$ cat config.mk
export PLATFORM = sky130hd
export DESIGN_NAME = adsr_envelope
export DESIGN_NICKNAME = d
export VERILOG_FILES = /design/src/rtl/adsr_envelope.sv
export SDC_FILE = /design/constraint.sdc
export NUM_CORES = 1
export LEC_CHECK = 0
export ABC_AREA = 1
export CORE_MARGIN = 2
export CORE_UTILIZATION = 40
export CTS_CLUSTER_DIAMETER = 30
export DETAILED_ROUTE_END_ITERATION = 12
export SLEW_MARGIN = 10
export SYNTH_ARGS = -nofsm -noshare
export SYNTH_HDL_FRONTEND = slang
export SYNTH_SLANG_ARGS = --single-unit
$ cat constraint.sdc
create_clock -name clk_in -period 4.2 [get_ports clk_in]
set_input_delay 0.63 -clock clk_in [delete_from_list [all_inputs] [get_ports clk_in]]
set_output_delay 0.63 -clock clk_in [all_outputs]
set_load 0.1 [all_outputs]
$ cat src/rtl/adsr_envelope.sv
// adsr_envelope
//   ADSR envelope generator feeding the PWM output stage. The 8-bit oscillator
//   sample is scaled by the upper byte of a 16-bit envelope level. The level
//   moves through ATTACK/DECAY/SUSTAIN/RELEASE on a divided tick, so the
//   envelope can span milliseconds at system-clock rates.
//
//   Parameters
//     TICK_DIV         clock cycles per envelope step (>=1)
//   Ports
//     clk_in           system clock
//     rst_in           synchronous, active-high reset
//     gate_in          note held (1) / released (0)
//     sample_in        unsigned oscillator sample
//     attack_rate_in   level increment per tick in ATTACK (0 = instant)
//     decay_rate_in    level decrement per tick in DECAY (0 = instant)
//     sustain_in       sustain level, upper byte of the 16-bit level
//     release_rate_in  level decrement per tick in RELEASE (0 = instant)
//     dc_out           (sample * env) >> 8, to the PWM duty-cycle input
//     env_out          level[15:8]
//     active_out       envelope not idle, drives the PWM gate
module adsr_envelope #(
  parameter int TICK_DIV = 1024
) (
  input  logic        clk_in,
  input  logic        rst_in,
  input  logic        gate_in,
  input  logic [7:0]  sample_in,
  input  logic [15:0] attack_rate_in,
  input  logic [15:0] decay_rate_in,
  input  logic [7:0]  sustain_in,
  input  logic [15:0] release_rate_in,
  output logic [7:0]  dc_out,
  output logic [7:0]  env_out,
  output logic        active_out
);

  localparam int DIV_W = (TICK_DIV > 1) ? $clog2(TICK_DIV) : 1;
  localparam logic [DIV_W-1:0] DIV_LAST = DIV_W'(TICK_DIV - 1);

  localparam logic [2:0] ST_IDLE    = 3'd0;
  localparam logic [2:0] ST_ATTACK  = 3'd1;
  localparam logic [2:0] ST_DECAY   = 3'd2;
  localparam logic [2:0] ST_SUSTAIN = 3'd3;
  localparam logic [2:0] ST_RELEASE = 3'd4;

  logic [DIV_W-1:0] div_q;
  logic             tick;
  logic             gate_q;
  logic             rise, fall;
  logic [2:0]       state_q, state_d;
  logic [15:0]      level_q, level_d;

  // Free-running step divider; gate edges never restart it.
  assign tick = (div_q == DIV_LAST);

  always_ff @(posedge clk_in) begin
    if (rst_in)    div_q <= '0;
    else if (tick) div_q <= '0;
    else           div_q <= div_q + 1'b1;
  end

  always_ff @(posedge clk_in) begin
    if (rst_in) gate_q <= 1'b0;
    else        gate_q <= gate_in;
  end

  assign rise = gate_in & ~gate_q;
  assign fall = ~gate_in & gate_q;

  // Step arithmetic, evaluated every cycle and used only on a tick.
  logic [16:0] atk_sum;
  logic [15:0] sus_lvl;
  logic [15:0] dec_diff;
  logic        atk_done, dec_done, rel_done;

  assign sus_lvl  = {sustain_in, 8'h00};
  assign atk_sum  = {1'b0, level_q} + {1'b0, attack_rate_in};
  assign atk_done = (attack_rate_in == 16'd0) | atk_sum[16] |
                    (atk_sum[15:0] == 16'hFFFF);
  assign dec_diff = level_q - decay_rate_in;
  // A borrow counts as reaching the target.
  assign dec_done = (decay_rate_in == 16'd0) | (level_q < decay_rate_in) |
                    (dec_diff <= sus_lvl);
  assign rel_done = (release_rate_in == 16'd0) | (level_q <= release_rate_in);

  always_comb begin
    state_d = state_q;
    level_d = level_q;
    if (rise) begin
      // Retrigger from wherever the level is; no step this cycle.
      state_d = ST_ATTACK;
    end else if (fall) begin
      if (state_q == ST_ATTACK || state_q == ST_DECAY || state_q == ST_SUSTAIN)
        state_d = ST_RELEASE;
    end else begin
      case (state_q)
        ST_IDLE: level_d = 16'd0;
        ST_ATTACK: if (tick) begin
          if (atk_done) begin
            level_d = 16'hFFFF;
            state_d = ST_DECAY;
          end else begin
            level_d = atk_sum[15:0];
          end
        end
        ST_DECAY: if (tick) begin
          if (dec_done) begin
            level_d = sus_lvl;
            state_d = ST_SUSTAIN;
          end else begin
            level_d = dec_diff;
          end
        end
        // Tracks sustain_in live, independent of the tick.
        ST_SUSTAIN: level_d = sus_lvl;
        ST_RELEASE: if (tick) begin
          if (rel_done) begin
            level_d = 16'd0;
            state_d = ST_IDLE;
          end else begin
            level_d = level_q - release_rate_in;
          end
        end
        default: begin
          level_d = 16'd0;
          state_d = ST_IDLE;
        end
      endcase
    end
  end

  always_ff @(posedge clk_in) begin
    if (rst_in) begin
      state_q <= ST_IDLE;
      level_q <= 16'd0;
    end else begin
      state_q <= state_d;
      level_q <= level_d;
    end
  end

  // Output stage: registered copies of level/state, and a one-cycle scaled
  // sample. 0xFF * 0xFF >> 8 = 0xFE, so full scale tops out at 0xFE.
  logic [15:0] prod;
  assign prod = {8'h00, sample_in} * {8'h00, env_out};

  always_ff @(posedge clk_in) begin
    if (rst_in) begin
      env_out    <= 8'h00;
      active_out <= 1'b0;
      dc_out     <= 8'h00;
    end else begin
      env_out    <= level_q[15:8];
      active_out <= (state_q != ST_IDLE);
      dc_out     <= prod[15:8];
    end
  end

endmodule

==> flow_summary.ini <==
[routing]
avgViaCountPerCell = 4.89
vias = 7479
wire_per_inst_um = 13.4
ant_nets = 0
drtPass1Iterations = 5
drt_iter0_drc = 372
route.detailed.drc = 0
wirelength_um = 20600

[min_path]
holdCritPathClass = flop to flop

[final_layout]
nFillCells = 1834
layout_commonest_cell = nand2_1
layout_common_cells = nand2_1, inv_1, ha_1, nor2_1, clkdlybuf4s50_1
multi_input_area_um2 = 5700
drive_gt1_share_pct = 13.8
register_area_um2 = 963
n_antenna_cell = 0
final_nets = 1498
syn_to_final_growth_pct = 27.5

[synth]
yosys.area_share.adder_pct = 26.3
synth_top_family_by_area = simple AND/OR/NAND/NOR gates
synth_warnings = 0
synth_seq_area_share_pct = 12.9
async_flop_share_pct = 0
synth_seq_cells = 47
post_synth_num_cell_types = 50
synth_compound_area_share_pct = 12.0
synthMuxAreaShare_pct = 0
synth-main-ff-cell = dfxtp_1
synth_xor_area_share_pct = 2.99
netlist_instances = 1164
syn-num-nets = 1362
synthSimpleGateAreaFrac_pct = 32.3
synth_edf_count = 0
mappedNetlistArea_um2 = 7320
syn-mean-instance-area_um2 = 6.29

[clock_tree]
insertion_delay_ns = 0.29
clockRootBuffer = clkbuf_16
htreeDepth = 2
clkSinkCount = 47
cts_tree = yes
hold_buffers = 0
clkTransAtPathRegs_ns = 0.07
numCtsBuffers = 5
clockBufferDepth = 2

[die]
core_um2 = 18000
ios = 84
die_w_um = 139
dieArea_um2 = 19400
row_count = 49
dieHeight_um = 139
start_util_pct = 40.8

[grt]
overflow = 0
grt_max_degree = 20
grt_pass1_wl_um = 34300
grtUsageTotal_pct = 21.2
grt_pass1_vias = 7284
antenna_found_initial = 0

[sta]
slew_viol_final = 0
worstMarginPinSlew_ns = 0.981
hold_viol_final = 0
worst_slack_ns = 0.214
fin_crit_sh_pct = 94.9
fmax_mhz = 251
fin_skew_ns = 0.00649
relSlewSlack_pct = 34.4
min_period_ns = 3.99
setup_viol_count_final = 0

[setup_path]
worstPathArrival_ns = 4.21
required_ns = 4.43
end_kind = flop
critPathMaxFanout = 4
crit_type = primary input to flop
cp-start-kind = primary input

[placed_design]
port_buffers = 83
place.gp.congestion = 0.928
hpwl_um = 17500
post-place-ws_ns = -0.539

[pwr]
p_total_w = 0.00180
p_leak_nw = 5.13
p_per_area_nw_per_um2 = 192
swShare_pct = 39.9
p_seq_share_pct = 27.8
power.switching_w = 0.000716
vdd_ir_drop_max_v = 0.000161
clockPowerShare_pct = 25.1
p_comb_share_pct = 47.1
internal_power_w = 0.00108

[run]
max-cap-violations = 0

[outcome]
status = finished clean
## critical path: stages
cell and delay [ns]:
clkdlybuf4s15_1 0.22, nand2_1 0.08, inv_1 0.04, fa_1 0.47
inv_1 0.06, fa_1 0.52, fa_1 0.51, fa_1 0.51
inv_1 0.07, ha_4 0.24, buf_4 0.14, nand2_1 0.06
inv_1 0.05, nand2_1 0.07, nand2_2 0.06, nand2_1 0.08
nand2_2 0.06, buf_4 0.14, nand3_1 0.06, nand2_1 0.06
a21oi_2 0.09
## area by class of cell
class,count,share of cell area [%]
Clock buffer,5,1.34
Timing Repair Buffer,149,14.1
Clock inverter,3,0.456
Tap cell,229,3.07
Multi-Input combinational cell,858,61.1
Sequential cell,47,10.3
Inverter,239,9.61
## synthesized netlist by cell type, drive strengths merged, types with 2 or more instances
cell,instances,area (µm²)
a211oi,2,27.5
a21boi,3,26.3
a21o,6,45.0
a21oi,78,398
a221oi,2,17.5
a22oi,3,22.5
a31oi,3,33.8
buf,5,36.3
clkbuf,15,56.3
dfxtp,47,941
fa,38,761
ha,93,1160
inv,239,897
nand2,345,1330
nand3,77,413
nand3b,5,37.5
nand4,14,87.6
nor2,84,328
nor3,13,80.1
nor4,11,68.8
o211ai,2,20.0
o21a,5,37.5
o21ai,35,179
o21bai,5,37.5
o31ai,3,22.5
or2,2,12.5
xnor2,9,78.8
xor2,16,140
## kinds of logic after synthesis
group,Yosys count
AND/OR/NAND/NOR,553
buffers and inverters,259
AO/OA/AOI/OAI,149
adder cells (fa/ha/maj),131
flip-flops,47
XOR/XNOR,25
## power by group through the flow
stage | clock, W | combinational [W] | sequential, W
after CTS | 0.000458 | 0.000807 | 0.000498
after global routing | 0.000482 | 0.000949 | 0.000502
after floorplan | 0 | 0.000509 | 0.000536
final | 0.000451 | 0.000846 | 0.000499
after detailed placement | 0 | 0.000801 | 0.000508
after global placement | 0 | 0.000800 | 0.000507
## path summary, 6_finish.rpt
check	start	to	slack (ns)	cells after the start
setup / recovery	sample_in[6]	dc_out[4]$_SDFF_PP0_	0.21	21
hold / removal	div_q[0]$_SDFF_PP0_	div_q[0]$_SDFF_PP0_	0.46	1
hold reg to reg	div_q[0]$_SDFF_PP0_	div_q[0]$_SDFF_PP0_	0.46	1
setup reg to reg	env_out[4]$_SDFF_PP0_	dc_out[4]$_SDFF_PP0_	0.34	20
## sequential cells by signal, indices dropped and copies added, names as in the netlist
register / count
gate_q: 1
state_q: 3
env_out: 8
dc_out: 8
level_q: 16
div_q: 10
active_out: 1
## layer usage
metal / track usage, % / up-vias / wire [µm]
li1: - / 3959 / -
met1: 30.1 / 3341 / 10300
met2: 35.8 / 159 / 9240
met3: 1.34 / 20 / 729
met4: 4.25 / 0 / 336
met5: 0 / - / 0
## stage by stage
stage / setup TNS (ns) / std cells / utilization [%] / hold slack, ns / instance area [µm²]
6_report: 0 / 1530 / 52.0 / 0.463 / 9340
5_1_grt: -0.0456 / 1530 / 52.0 / 0.484 / 9340
4_1_cts: 0 / 1524 / 50.2 / 0.460 / 9020
3_5_place_dp: -5.80 / 1516 / 49.1 / 0.449 / 8820
3_3_place_gp: -5.40 / 1516 / 49.1 / 0.432 / 8820
2_1_floorplan: 0 / 1164 / - / 0.418 / 7350
## timing repair
item,in CTS,in global routing
endpoints found under the hold margin,0,0
setup endpoints to repair,8,26
pin swaps,7,30
buffers inserted,0,6
gates resized for setup,13,75
Power figures use the tool's default switching activity.
